**src/rtl/umpy_accum_if.sv**
```systemverilog
// Handshake/data bundle between a umpy_NxM product stream and umpy_accum.
// The master drives the product stream and the slave (the accumulator) returns frame results.
interface umpy_accum_if #(
   parameter int unsigned NP    = 24,
   parameter int unsigned OW    = 16,
   parameter int unsigned LGCNT = 8
) ();
   logic             i_ce;
   logic [NP-1:0]    i_p;
   logic             i_aux;
   logic             i_flush;
   logic [OW-1:0]    o_sum;
   logic [LGCNT-1:0] o_cnt;
   logic             o_ovf;
   logic             o_valid;

   modport master (
      output i_ce, i_p, i_aux, i_flush,
      input  o_sum, o_cnt, o_ovf, o_valid
   );

   modport slave (
      input  i_ce, i_p, i_aux, i_flush,
      output o_sum, o_cnt, o_ovf, o_valid
   );
endinterface

```
**src/rtl/umpy_accum.sv**
```systemverilog
// Frame accumulator for the umpy_NxM product stream.
// Sums every product of a frame (i_aux marks the first product) into a saturating NACC-bit
// accumulator and emits the reduced sum, product count and sticky overflow two ce-edges after
// the frame ends.
// Optional feature: define UMPY_ACCUM_ROUND_EN to reduce the sum with convergent rounding
// (round half to even) instead of truncation.
module umpy_accum #(
   parameter int unsigned NP    = 24,
   parameter int unsigned NACC  = 32,
   parameter int unsigned OW    = 16,
   parameter int unsigned LGCNT = 8
) (
   input logic         i_clk,
   input logic         i_reset_n,
   umpy_accum_if.slave bus
);

   localparam int unsigned Drop = NACC - OW;

   typedef enum logic [0:0] {StIdle, StAccum} state_e;

   state_e state_q, state_d;

   // FSM control strobes, already qualified by i_ce
   logic start_frame, accumulate, dump;

   logic [NACC-1:0]  acc_q;
   logic [LGCNT-1:0] cnt_q;
   logic             ovf_q;

   logic [NACC-1:0]  hold_acc_q;
   logic [LGCNT-1:0] hold_cnt_q;
   logic             hold_ovf_q;
   logic             dump_q;

   logic [OW-1:0]    sum_q;
   logic [LGCNT-1:0] out_cnt_q;
   logic             out_ovf_q;
   logic             valid_q;

   logic [NACC:0]    add_full;
   logic [OW-1:0]    red_sum;

   // State register
   always_ff @(posedge i_clk or negedge i_reset_n) begin
      if (!i_reset_n) begin
         state_q <= StIdle;
      end else begin
         state_q <= state_d;
      end
   end

   // Next-state logic: a frame runs from i_aux until a lone i_flush
   always_comb begin
      state_d = state_q;
      if (bus.i_ce) begin
         unique case (state_q)
            StIdle: begin
               if (bus.i_aux) state_d = StAccum;
            end
            StAccum: begin
               if (!bus.i_aux && bus.i_flush) state_d = StIdle;
            end
            default: state_d = StIdle;
         endcase
      end
   end

   // Control decode: i_aux always wins over i_flush because it both ends and starts a frame
   always_comb begin
      start_frame = 1'b0;
      accumulate  = 1'b0;
      dump        = 1'b0;
      if (bus.i_ce) begin
         unique case (state_q)
            StIdle: begin
               start_frame = bus.i_aux;
            end
            StAccum: begin
               if (bus.i_aux) begin
                  dump        = 1'b1;
                  start_frame = 1'b1;
               end else if (bus.i_flush) begin
                  dump = 1'b1;
               end else begin
                  accumulate = 1'b1;
               end
            end
            default: ;
         endcase
      end
   end

   // One extra bit catches the carry that signals accumulator saturation
   assign add_full = {1'b0, acc_q} + {{(NACC + 1 - NP){1'b0}}, bus.i_p};

   // Running frame accumulator, count and sticky overflow
   always_ff @(posedge i_clk or negedge i_reset_n) begin
      if (!i_reset_n) begin
         acc_q <= '0;
         cnt_q <= '0;
         ovf_q <= 1'b0;
      end else if (start_frame) begin
         acc_q <= NACC'(bus.i_p);
         cnt_q <= LGCNT'(1);
         ovf_q <= 1'b0;
      end else if (accumulate) begin
         if (add_full[NACC]) begin
            acc_q <= '1;
            ovf_q <= 1'b1;
         end else begin
            acc_q <= add_full[NACC-1:0];
         end
         if (cnt_q != '1) cnt_q <= cnt_q + LGCNT'(1);
      end
   end

   // Hold stage: snapshot of the finished frame, freeing the accumulator for the next one
   always_ff @(posedge i_clk or negedge i_reset_n) begin
      if (!i_reset_n) begin
         hold_acc_q <= '0;
         hold_cnt_q <= '0;
         hold_ovf_q <= 1'b0;
         dump_q     <= 1'b0;
      end else if (bus.i_ce) begin
         dump_q <= dump;
         if (dump) begin
            hold_acc_q <= acc_q;
            hold_cnt_q <= cnt_q;
            hold_ovf_q <= ovf_q;
         end
      end
   end

   // Reduction of the held sum to OW bits
   if (Drop == 0) begin : g_pass
      assign red_sum = hold_acc_q[OW-1:0];
   end else begin : g_reduce
`ifdef UMPY_ACCUM_ROUND_EN
      localparam logic [Drop-1:0] Half = Drop'(1) << (Drop - 1);
      logic [OW-1:0]   keep;
      logic [Drop-1:0] frac;
      logic            rnd_up;
      logic [OW:0]     rnd_sum;
      assign keep    = hold_acc_q[NACC-1 -: OW];
      assign frac    = hold_acc_q[Drop-1:0];
      // Exact halves go to the even neighbour
      assign rnd_up  = (frac > Half) || ((frac == Half) && keep[0]);
      assign rnd_sum = {1'b0, keep} + {{OW{1'b0}}, rnd_up};
      // Carry out of the rounding saturates the sum; it is not an accumulator overflow
      assign red_sum = rnd_sum[OW] ? '1 : rnd_sum[OW-1:0];
`else
      logic unused_lsbs;
      assign unused_lsbs = ^hold_acc_q[Drop-1:0];
      assign red_sum     = hold_acc_q[NACC-1 -: OW];
`endif
   end

   // Output stage: o_valid pulses for one ce-cycle, data keeps its last value otherwise
   always_ff @(posedge i_clk or negedge i_reset_n) begin
      if (!i_reset_n) begin
         sum_q     <= '0;
         out_cnt_q <= '0;
         out_ovf_q <= 1'b0;
         valid_q   <= 1'b0;
      end else if (bus.i_ce) begin
         valid_q <= dump_q;
         if (dump_q) begin
            sum_q     <= red_sum;
            out_cnt_q <= hold_cnt_q;
            out_ovf_q <= hold_ovf_q;
         end
      end
   end

   assign bus.o_sum   = sum_q;
   assign bus.o_cnt   = out_cnt_q;
   assign bus.o_ovf   = out_ovf_q;
   assign bus.o_valid = valid_q;

endmodule

```
**src/flat_wrapper.sv**
```systemverilog
// flat-port wrapper written by rule: the top's interface ports become plain ports
module umpy_accum_flat 
#(
   parameter int unsigned NP    = 24,
   parameter int unsigned NACC  = 32,
   parameter int unsigned OW    = 16,
   parameter int unsigned LGCNT = 8
)
  (i_clk, i_reset_n, bus_i_ce, bus_i_p, bus_i_aux, bus_i_flush, bus_o_sum, bus_o_cnt, bus_o_ovf, bus_o_valid);
  umpy_accum_if #(.NP(NP), .OW(OW), .LGCNT(LGCNT)) bus_i ();
  input logic i_clk;
  input logic i_reset_n;
  input wire logic [$bits(bus_i.i_ce)-1:0] bus_i_ce;
  input wire logic [$bits(bus_i.i_p)-1:0] bus_i_p;
  input wire logic [$bits(bus_i.i_aux)-1:0] bus_i_aux;
  input wire logic [$bits(bus_i.i_flush)-1:0] bus_i_flush;
  output wire logic [$bits(bus_i.o_sum)-1:0] bus_o_sum;
  output wire logic [$bits(bus_i.o_cnt)-1:0] bus_o_cnt;
  output wire logic [$bits(bus_i.o_ovf)-1:0] bus_o_ovf;
  output wire logic [$bits(bus_i.o_valid)-1:0] bus_o_valid;
  assign bus_i.i_ce = bus_i_ce;
  assign bus_i.i_p = bus_i_p;
  assign bus_i.i_aux = bus_i_aux;
  assign bus_i.i_flush = bus_i_flush;
  assign bus_o_sum = bus_i.o_sum;
  assign bus_o_cnt = bus_i.o_cnt;
  assign bus_o_ovf = bus_i.o_ovf;
  assign bus_o_valid = bus_i.o_valid;
  umpy_accum #(.NP(NP), .NACC(NACC), .OW(OW), .LGCNT(LGCNT)) u_core (.i_clk(i_clk), .i_reset_n(i_reset_n), .bus(bus_i));
endmodule
```
**config.mk**
```make
export PLATFORM = sky130hd
export DESIGN_NAME = umpy_accum_flat
export DESIGN_NICKNAME = d
export VERILOG_FILES = /design/src/rtl/umpy_accum_if.sv /design/src/rtl/umpy_accum.sv /design/src/flat_wrapper.sv
export SDC_FILE = /design/constraint.sdc
export NUM_CORES = 1
export LEC_CHECK = 0
export ABC_AREA = 1
export BUFFER_PORTS_ARGS = -buffer_cell sky130_fd_sc_hd__buf_2
export CORE_AREA = 2 2 162 164
export DETAILED_ROUTE_END_ITERATION = 10
export DIE_AREA = 0 0 164 166
export GPL_ROUTABILITY_DRIVEN = 0
export PLACE_DENSITY = 0.4
export SKIP_LAST_GASP = 1
export SLEW_MARGIN = 10
export SYNTH_ARGS = -nofsm -noshare
export SYNTH_HDL_FRONTEND = slang
export SYNTH_SLANG_ARGS = --single-unit
```
**constraint.sdc**
```tcl
create_clock -name i_clk -period 6.2 [get_ports i_clk]
set_input_delay 0.62 -clock i_clk [delete_from_list [all_inputs] [get_ports i_clk]]
set_output_delay 0.62 -clock i_clk [all_outputs]
set_load 0.03 [all_outputs]
```
# After elaboration in Yosys (flattened, before gate mapping)
# Index checks and enable logic that the tools add are counted.
# totals
reg_bits	110
in_bits	29
elab_cells	47
out_inout_bits	26
# classes
addsub	2
reduce_logical	9
n_mux	22
eq_ne	1
bitwise	1
# ops
op	n
2-to-1 mux 32 bit	3
adder 32 x 24 -> 33 bit	1
2-to-1 mux 8 bit	3
2-to-1 mux 1 bit	14
adder 8 x 1 -> 8 bit, second input constant	1
inequality test 8 bit, second input constant	1
AND reduction 2 bit	4
nonzero test 2 bit	3
one-hot mux 1 bit (2 select lines)	2
logical AND 1 bit	1
zero test 1 bit	1
inverter 1 bit	1

# Depth between registers and ports, before layout
# Gate-level depths: netlist of run 1.
# depth
depth_word	6
depth_mapped	13
mapped_depth_nobuf	13

# Least setup slack after synthesis of run 1
# OpenSTA, ideal clock, no wires.
# synth_path
path_type	input to register
startpoint	input port bus_i_p[0]
endpoint	register u_core.acc_q[2]
arrival_ps	2218
setup_slack_ps	3859
setup_time_ps	123
t_required_ps	6077
stages	13
path_cell_list	ha_1 > fa_1 > nand3_1 > nand3_2 > nand2_1 > nand2_2 > nand2_1 > nand2_1 > nand2_2 > nand3_4 > buf_8 > nor2_1 > o21ai_2
# synth_between
elab_chain_cells	4
# synth_lines
element	line_no	source
start, declared	flat_wrapper.sv:14	input wire logic [$bits(bus_i.i_p)-1:0] bus_i_p;
adder 32 x 24 -> 33 bit	umpy_accum.sv:95	assign add_full = {1'b0, acc_q} + {{(NACC + 1 - NP){1'b0}}, bus.i_p};
2-to-1 mux 32 bit	umpy_accum.sv:108	if (add_full[NACC]) begin
2-to-1 mux 32 bit	umpy_accum.sv:107	end else if (accumulate) begin
2-to-1 mux 32 bit	umpy_accum.sv:103	end else if (start_frame) begin
end signal, assigned	umpy_accum.sv:104	acc_q <= NACC'(bus.i_p);
end signal, assigned	umpy_accum.sv:112	acc_q <= add_full[NACC-1:0];
end, declared	umpy_accum.sv:27	logic [NACC-1:0] acc_q;
# No other way between the ends. The select of a mux whose other input is x is not followed.
# A chain may end at the register's enable or synchronous reset.

# Worst setup path after layout of run 1
# layout_path
startpoint	input port bus_i_ce
endpoint	register u_core.cnt_q[5]
# layout_between
elab_chain_cells	3
word_cells_on_any_way	6
cone_classes	3 x mux; 3 x reduce/logical
# layout_lines
element	line_no	source
start, declared	flat_wrapper.sv:13	input wire logic [$bits(bus_i.i_ce)-1:0] bus_i_ce;
2-to-1 mux 1 bit	umpy_accum.sv:74	if (bus.i_ce) begin
nonzero test 2 bit (no line)	n/a	
AND reduction 2 bit (no line)	n/a	
end signal, assigned	umpy_accum.sv:114	if (cnt_q != '1) cnt_q <= cnt_q + LGCNT'(1);
end, declared	umpy_accum.sv:28	logic [LGCNT-1:0] cnt_q;
# Parallel ways exist; a longest one is shown, timed or not.

==> results of run 1 <==
metal layers:
| metal | vias to the layer above | track usage |
|---|---|---|
| li1 | 2817 | - |
| met1 | 2394 | 0.196 |
| met2 | 49 | 0.201 |
| met3 | 15 | 0.0210 |
| met4 | 0 | 0.0366 |
| met5 | - | 0 |
how the worst min path moves through the flow:
stage,startpoint,slack [ns],to,cells past startpoint
final,i_reset_n,0.25,u_core.acc_q[5]$_DFFE_PN0P_,1
after floorplan,i_reset_n,0.32,u_core.acc_q[0]$_DFFE_PN0P_,0
after detailed placement,u_core.acc_q[11]$_DFFE_PN0P_,0.47,u_core.acc_q[11]$_DFFE_PN0P_,2
after global placement,u_core.bus.o_cnt[7]$_DFFE_PN0P_,0.47,u_core.bus.o_cnt[7]$_DFFE_PN0P_,2
after CTS,i_reset_n,0.27,u_core.acc_q[5]$_DFFE_PN0P_,1
after global routing,i_reset_n,0.29,u_core.acc_q[5]$_DFFE_PN0P_,1
cells in the final DEF (no fill, tap or decap), types with 2 or more instances in the layout:
cell	count
nand2_2	8
clkinv_4	2
nor2_4	4
mux2_2	32
inv_2	8
or2_2	2
o21ai_2	13
nor3_1	8
buf_2	53
nand3_1	46
dfrtp_1	94
inv_6	4
nand4_1	9
nand2_1	290
a21oi_1	21
nor2_1	61
nand3_4	2
nor2_2	13
ha_1	25
o21ai_1	14
and2_1	2
o21ai_0	40
nand3_2	2
buf_4	5
xor2_1	16
inv_1	124
clkbuf_16	9
cells by family (layout without fill, tap and decap cells):
kind of cell	count (synthesis)	after routing	share of synthesized area
AOI/OAI and AO/OA	93	93	0.0857
buffers and inverters	152	209	0.0969
DFF	94	94	0.376
muxes	32	32	0.0577
xor gates and xnor gates	16	16	0.0224
adders and majority gates	26	26	0.0533
and+or+nand+nor	450	450	0.308
sequential cells by signal (all words and copies together) (netlist names), 8 cells and up:
signal             count
u_core.acc_q          32
u_core.bus.o_cnt       8
u_core.bus.o_sum      16
u_core.cnt_q           8
u_core.hold_acc_q     16
u_core.hold_cnt_q      8
layout make-up:
class / count / area (µm²) / area share
inverter: 135 / 515 / 0.0718
clock buffer: 9 / 225 / 0.0314
tap: 335 / 419 / 0.0584
timing repair buffer: 58 / 303 / 0.0422
clock inverter: 7 / 71.3 / 0.00994
sequential: 94 / 2350 / 0.328
multi-input combinational: 617 / 3290 / 0.459
power by group:
part / leakage (nW) / switching, mW / internal [mW] / total (mW)
sequential: 1.22 / 0.0950 / 0.770 / 0.865
clock: 0.146 / 0.283 / 0.285 / 0.568
combinational: 2.47 / 0.900 / 0.473 / 1.37
==> qor.yml, run 1 <==
sta:
  finClkSkew_ns: 0.0128
  rsz0062_at_grt: "false"
  fin_ws_ns: 3.62
  period_needed_ns: 2.58
  fmax_mhz: 387
  relSlewSlack: 0.320
  fin_crit_sh: 0.417
  finalHoldViolations: 0
  finalSetupViolCount: 0
  slew_violations: 0
  holdWs_ns: 0.247
  fin_tns_setup_ns: 0
  tightestPinTransition_ns: 1.02
critical_path:
  worstPathMaxFanout: 41
  critPathLaunch: "bus_i_ce"
  critPathSlowestCell: "nor2_4"
  worstPathCellList: "buf_2, nand2_1, buf_4, inv_2, nor2_4, inv_6, o21ai_4, inv_4, nand2_2, o21ai_1, nand2_1, nor2_1"
  rrSetupSlack_ns: 3.66
  r2r_end: "u_core.acc_q[22]$_DFFE_PN0P_"
  crit_top_cell: "nand2_1"
  cp_top_family: "simple AND/OR/NAND/NOR gates"
  cp_data_arrival_time_ns: 2.83
  start_kind: "input port"
  r2r-start: "u_core.acc_q[0]$_DFFE_PN0P_"
  cp.required_ns: 6.45
  cp.depth: 12
  worst-setup-path-type: "input port to flop"
  cpPeakStageDelay_ns: 0.81
  crit_buf_inv: 5
  critical_path.endpoint_type: "flop"
  r2r_cells: 12
  crit_end: "u_core.cnt_q[5]$_DFFE_PN0P_"
hold_path:
  hold_path.class: "input port to asynchronous set/reset pin"
clocking:
  clk_pin_slew_worst_paths_ns: 0.08
  numClockSinks: 94
  cts_resized: 0
  cts_root_buffer: "clkbuf_16"
  cts_max_level: 3
  clock_latency_ns: 0.36
  cts_buffers: 9
  cts_setup_buffers: 0
  clock_path_buffers: 2
  cts_tree: "yes"
  ctsHoldBuffers: 0
logic_synthesis:
  avgSynthCellArea_um2: 7.24
  synth_top_area_share: 0.376
  synth_most_common_cell: "nand2_1"
  synthArstFlopShare: 1.00
  synth_edf_count: 0
  seq_area_frac_synth: 0.376
  synth_area_um2: 6250
  yosysTopAreaCell: "dfrtp_1"
  ys.flop_type: "dfrtp_1"
  syn_inst: 863
  yosysWarnings: 0
  synth.area.top_cells: "dfrtp_1 38%, nand2_1 17%, inv_1 7.4%, mux2_2 5.8%, ha_1 5.0%"
  ys_seq_elements: 94
  synth_cell_type_count: 39
  syn_nets: 918
  yosys-top-cells-count: "290 x nand2_1, 124 x inv_1, 94 x dfrtp_1"
grt:
  gr-total-overflow: 0
  grt_max_degree: 52
  grt_pass1_wl_um: 28600
  antenna_found_initial: 0
  grtUsageTotal: 0.133
  first_global_vias: 5262
placement:
  hpwl_um: 13300
  placed_cell_area_um2: 6880
  dp.cells: 1239
  dpl_worst_slack_ns: 3.19
  portBuffers: 54
outcome:
  status: "finished, final reports clean"
drt:
  ant_nets: 0
  drc: 0
  first_pass_iters: 4
  drt-met1-wl_um: 8980
  dr_total_vias: 5275
  wl_met2_um: 7300
  dr_wl_met3_um: 438
  drt-initial-drc-count: 404
  wl_per_cell_um: 13.5
  routed.top_layer: "met4"
  wl_um: 16900
  via_per_inst: 4.20
floorplan:
  dieArea_um2: 27200
  fp.dieH_um: 166
  core_um2: 25600
  core.rowCount: 59
  ioPinCount: 55
  fp.dieW_um: 164
  start_util: 0.244
final_layout:
  utilization: 0.280
  syn_to_final_growth_pct: 14.9
  insertedDiodeCount: 0
  final_nets: 970
  final_area_um2: 7180
  layout.cells.non_filler: 1255
  layout-drive-gt1-share: 0.177
  fillers: 2815
run:
  cap_violations: 0
power_and_ir_drop:
  power_mw: 2.80
  powerDensity_nw_per_um2: 391
  peakVddDrop_v: 0.000137
  leakage_nw: 3.84
Note: power is estimated with default switching activity, not from simulation.
==> run 2, diff against run 1 <==
- ABC_AREA: 1 -> 0
- CORE_AREA: 2 2 162 164 -> 2 2 148 150
- DIE_AREA: 0 0 164 166 -> 0 0 150 152
- PLACE_DENSITY: 0.4 -> 0.41
- clock period: 6.2 -> 2.1 ns (I/O delays scaled with it)
==> run 2 against run 1 <==
The run now ends with setup timing left. Final cell count shrank 24%. First-iteration DRC count shrank 54%. Non-clock buffer count grew 102. Largest cell class unchanged.
==> qor.yml, run 2 <==
grt:
  grtUsageMet1: 0.171  # -0.0245
  gr-total-overflow: 0  # unchanged
  grtUsageTotal: 0.132  # -0.00156
  grt_max_degree: 46  # -12%
  grt_pass1_wl_um: 24000  # -16%
  use_met3: 0.0243  # +0.00335
  busiest_layer: "met2"
  grt_util_met2: 0.215  # +0.0142
  antenna_found_initial: 0  # unchanged
  first_global_vias: 4659  # -11%
final_layout:
  fillers: 2224  # -21%
  largest-register: "u_core.acc_q"
  syn_to_final_growth_pct: 41.2
  final_nets: 719  # -26%
  insertedDiodeCount: 0  # unchanged
  layout.cells.non_filler: 949  # -24%
  final_area_um2: 7330  # +2.1%
  largest_reg_flops: 32  # unchanged
  final_common_cell: "buf_4"
  layout-drive-gt1-share: 0.441  # +0.264
  layout_common_cells: "100 x buf_4, 94 x dfrtp_1, 53 x buf_2"
sta:
  finClkSkew_ns: 0.00709  # -0.00572 ns
  finalSetupViolCount: 33  # +33
  slew_violations: 0  # unchanged
  fin_crit_sh: 1.16
  fmax_mhz: 412
  fin_ws_ns: -0.326  # -3.94 ns
  rsz0062_at_grt: "true"
  tightestPinTransition_ns: 0.513  # -0.505 ns
  finalHoldViolations: 0  # unchanged
  relSlewSlack: 0.658  # +0.338
  period_needed_ns: 2.43
drt:
  first_pass_iters: 4  # unchanged
  dr_total_vias: 4352  # -17%
  via_per_inst: 4.59  # +9.1%
  drc: 0  # unchanged
  wl_per_cell_um: 15.1  # +12%
  wl_um: 14300  # -15%
  ant_nets: 0  # unchanged
  drt-initial-drc-count: 187  # -54%
floorplan:
  fp.dieW_um: 150  # -8.5%
  start_util: 0.243  # -0.000778
  fp.dieH_um: 152  # -8.4%
  ioPinCount: 55  # unchanged
  dieArea_um2: 22800  # -16%
  core_um2: 21400  # -17%
  core.rowCount: 54  # -8.5%
critical_path:
  r2r_end: "u_core.acc_q[13]$_DFFE_PN0P_"
  cp_top_family: "compound AO/OA/AOI/OAI gates"
  cp_data_arrival_time_ns: 2.64  # -0.19 ns
  rrSetupSlack_ns: -0.33  # -3.99 ns
  crit_buf_inv: 1  # -4
  r2r_cells: 11  # -1
  crit_top_cell: "a211oi_4"
  start_kind: "flop"
  r2r-start: "u_core.acc_q[0]$_DFFE_PN0P_"
  worst-setup-path-type: "flop to flop"
  cp.required_ns: 2.32  # -4.13 ns
  critPathSlowestCell: "dfrtp_1"
  worstPathMaxFanout: 5  # -88%
  critical_path.endpoint_type: "flop"
  worstPathCellList: "ha_4, fa_2, a211oi_4, o211ai_2, nand4_4, a211oi_4, o21a_4, and2_4, buf_4, o22ai_4, o21ai_1"
  cpPeakStageDelay_ns: 0.41  # -0.40 ns
power_and_ir_drop:
  leakage_nw: 3.27  # -15%
  powerDensity_nw_per_um2: 953  # +140%
  peakVddDrop_v: 0.000302  # +120%
  power_mw: 6.99  # +150%
logic_synthesis:
  synth_area_um2: 5190  # -17%
  yosysWarnings: 0  # unchanged
  synth_top_area_share: 0.453  # +0.0766
  avgSynthCellArea_um2: 10.1  # +40%
  yosysTopAreaCell: "dfrtp_1"
  synth_edf_count: 0  # unchanged
  synthArstFlopShare: 1.00  # unchanged
  syn_inst: 513  # -41%
  seq_area_frac_synth: 0.453  # +0.0766
  synth_cell_type_count: 50  # +28%
  synth.area.top_cells: "dfrtp_1 45%, mux2_2 9.8%, ha_1 6.0%, o21ai_0 4.6%, nand2_1 3.8%"
  synth_most_common_cell: "dfrtp_1"
  ys_seq_elements: 94  # unchanged
  syn_nets: 568  # -38%
  yosys-top-cells-count: "94 x dfrtp_1, 53 x nand2_1, 48 x o21ai_0"
  ys.flop_type: "dfrtp_1"
clocking:
  cts_tree: "yes"
  clock_latency_ns: 0.35  # about the same
  cts_max_level: 3  # unchanged
  numClockSinks: 94  # unchanged
  clock_path_buffers: 2  # unchanged
  cts_buffers: 9  # unchanged
  cts_root_buffer: "clkbuf_16"
  clk_pin_slew_worst_paths_ns: 0.07  # about the same
placement:
  placed_cell_area_um2: 6510  # -5.3%
  dpl_worst_slack_ns: -0.432  # -3.62 ns
  hpwl_um: 10500  # -21%
  portBuffers: 54  # unchanged
  dp.cells: 917  # -26%
hold_path:
  hold_path.class: "input port to flop"
  worstHoldPathCells: 3
  hold_start: "bus_i_p[17]"
  min_to: "u_core.acc_q[17]$_DFFE_PN0P_"
run:
  cap_violations: 0  # unchanged
outcome:
  status: "complete, but fails checks"
  violations: "setup timing"
==> run 2: how the worst max path moves through the flow <==
stage | start | endpoint | slack (ns) | cells after the start
after floorplan | u_core.acc_q[17]$_DFFE_PN0P_ | u_core.acc_q[15]$_DFFE_PN0P_ | -0.36 | 12
after global placement | u_core.acc_q[0]$_DFFE_PN0P_ | u_core.acc_q[10]$_DFFE_PN0P_ | -0.40 | 10
after detailed placement | u_core.acc_q[4]$_DFFE_PN0P_ | u_core.acc_q[20]$_DFFE_PN0P_ | -0.43 | 11
after CTS | u_core.acc_q[0]$_DFFE_PN0P_ | u_core.acc_q[13]$_DFFE_PN0P_ | -0.33 | 11
after global routing | u_core.acc_q[0]$_DFFE_PN0P_ | u_core.acc_q[13]$_DFFE_PN0P_ | -0.43 | 11
final | u_core.acc_q[0]$_DFFE_PN0P_ | u_core.acc_q[13]$_DFFE_PN0P_ | -0.33 | 11
==> run 2: cell families (layout without fill, tap and decap cells) <==
| logic type | after synthesis | count (layout) | share of synthesized area |
|---|---|---|---|
| muxes | 47 | 47 | 0.101 |
| AOI/OAI and AO/OA | 152 | 152 | 0.181 |
| buffers and inverters | 30 | 185 | 0.0287 |
| and+or+nand+nor | 138 | 139 | 0.127 |
| xor gates and xnor gates | 26 | 26 | 0.0439 |
| DFF | 94 | 94 | 0.453 |
| adders and majority gates | 26 | 26 | 0.0641 |
==> run 2: what timing repair did <==
action / in CTS / in global routing
endpoints found under the setup margin: 33 / 33
gates cloned: 1 / 0
buffers inserted: 11 / 4
hold endpoints to repair: 19 / 0
pin swaps: 25 / 19
gates resized for setup: 40 / 26
hold buffers: 1 / 0
==> run 2: per-layer routing <==
metal	wire, µm	part of all wire
met1	6790	0.47
met2	6790	0.47
met3	519	0.036
met4	242	0.017
met5	0	0
==> run 2: per-stage QoR <==
stage | util | hold WS [ns] | setup TNS [ns]
after floorplan | - | -0.0856 | -7.66
after global placement | 0.305 | 0.121 | -10.05
after detailed placement | 0.305 | 0.121 | -11.89
after CTS | 0.335 | 0.0767 | -9.21
after global routing | 0.343 | 0.0957 | -13.07
final | 0.343 | 0.0893 | -9.09
==> run 2: area by class of cell <==
| class | count | area, µm² | share of cell area |
|---|---|---|---|
| timing repair buffer | 160 | 1120 | 0.153 |
| tap | 280 | 350 | 0.0478 |
| inverter | 9 | 33.8 | 0.00461 |
| multi-input combinational | 390 | 3150 | 0.430 |
| clock inverter | 7 | 101 | 0.0138 |
| clock buffer | 9 | 225 | 0.0307 |
| sequential | 94 | 2350 | 0.321 |
==> run 2: power by group <==
group / switching, mW / internal, mW / total [mW]
registers: 0.186 / 2.12 / 2.30
logic: 1.45 / 1.42 / 2.87
clock network: 0.755 / 1.06 / 1.81
total: 2.39 / 4.60 / 6.99
==> run 2: worst register-to-register path: cells and delay by family, from the launching register on <==
kind            cells  cell delay, ns
fa+ha+maj           2            0.54
flops               1            0.41
simple gates        2            0.29
compound gates      6            0.91
buf+inv             1            0.15
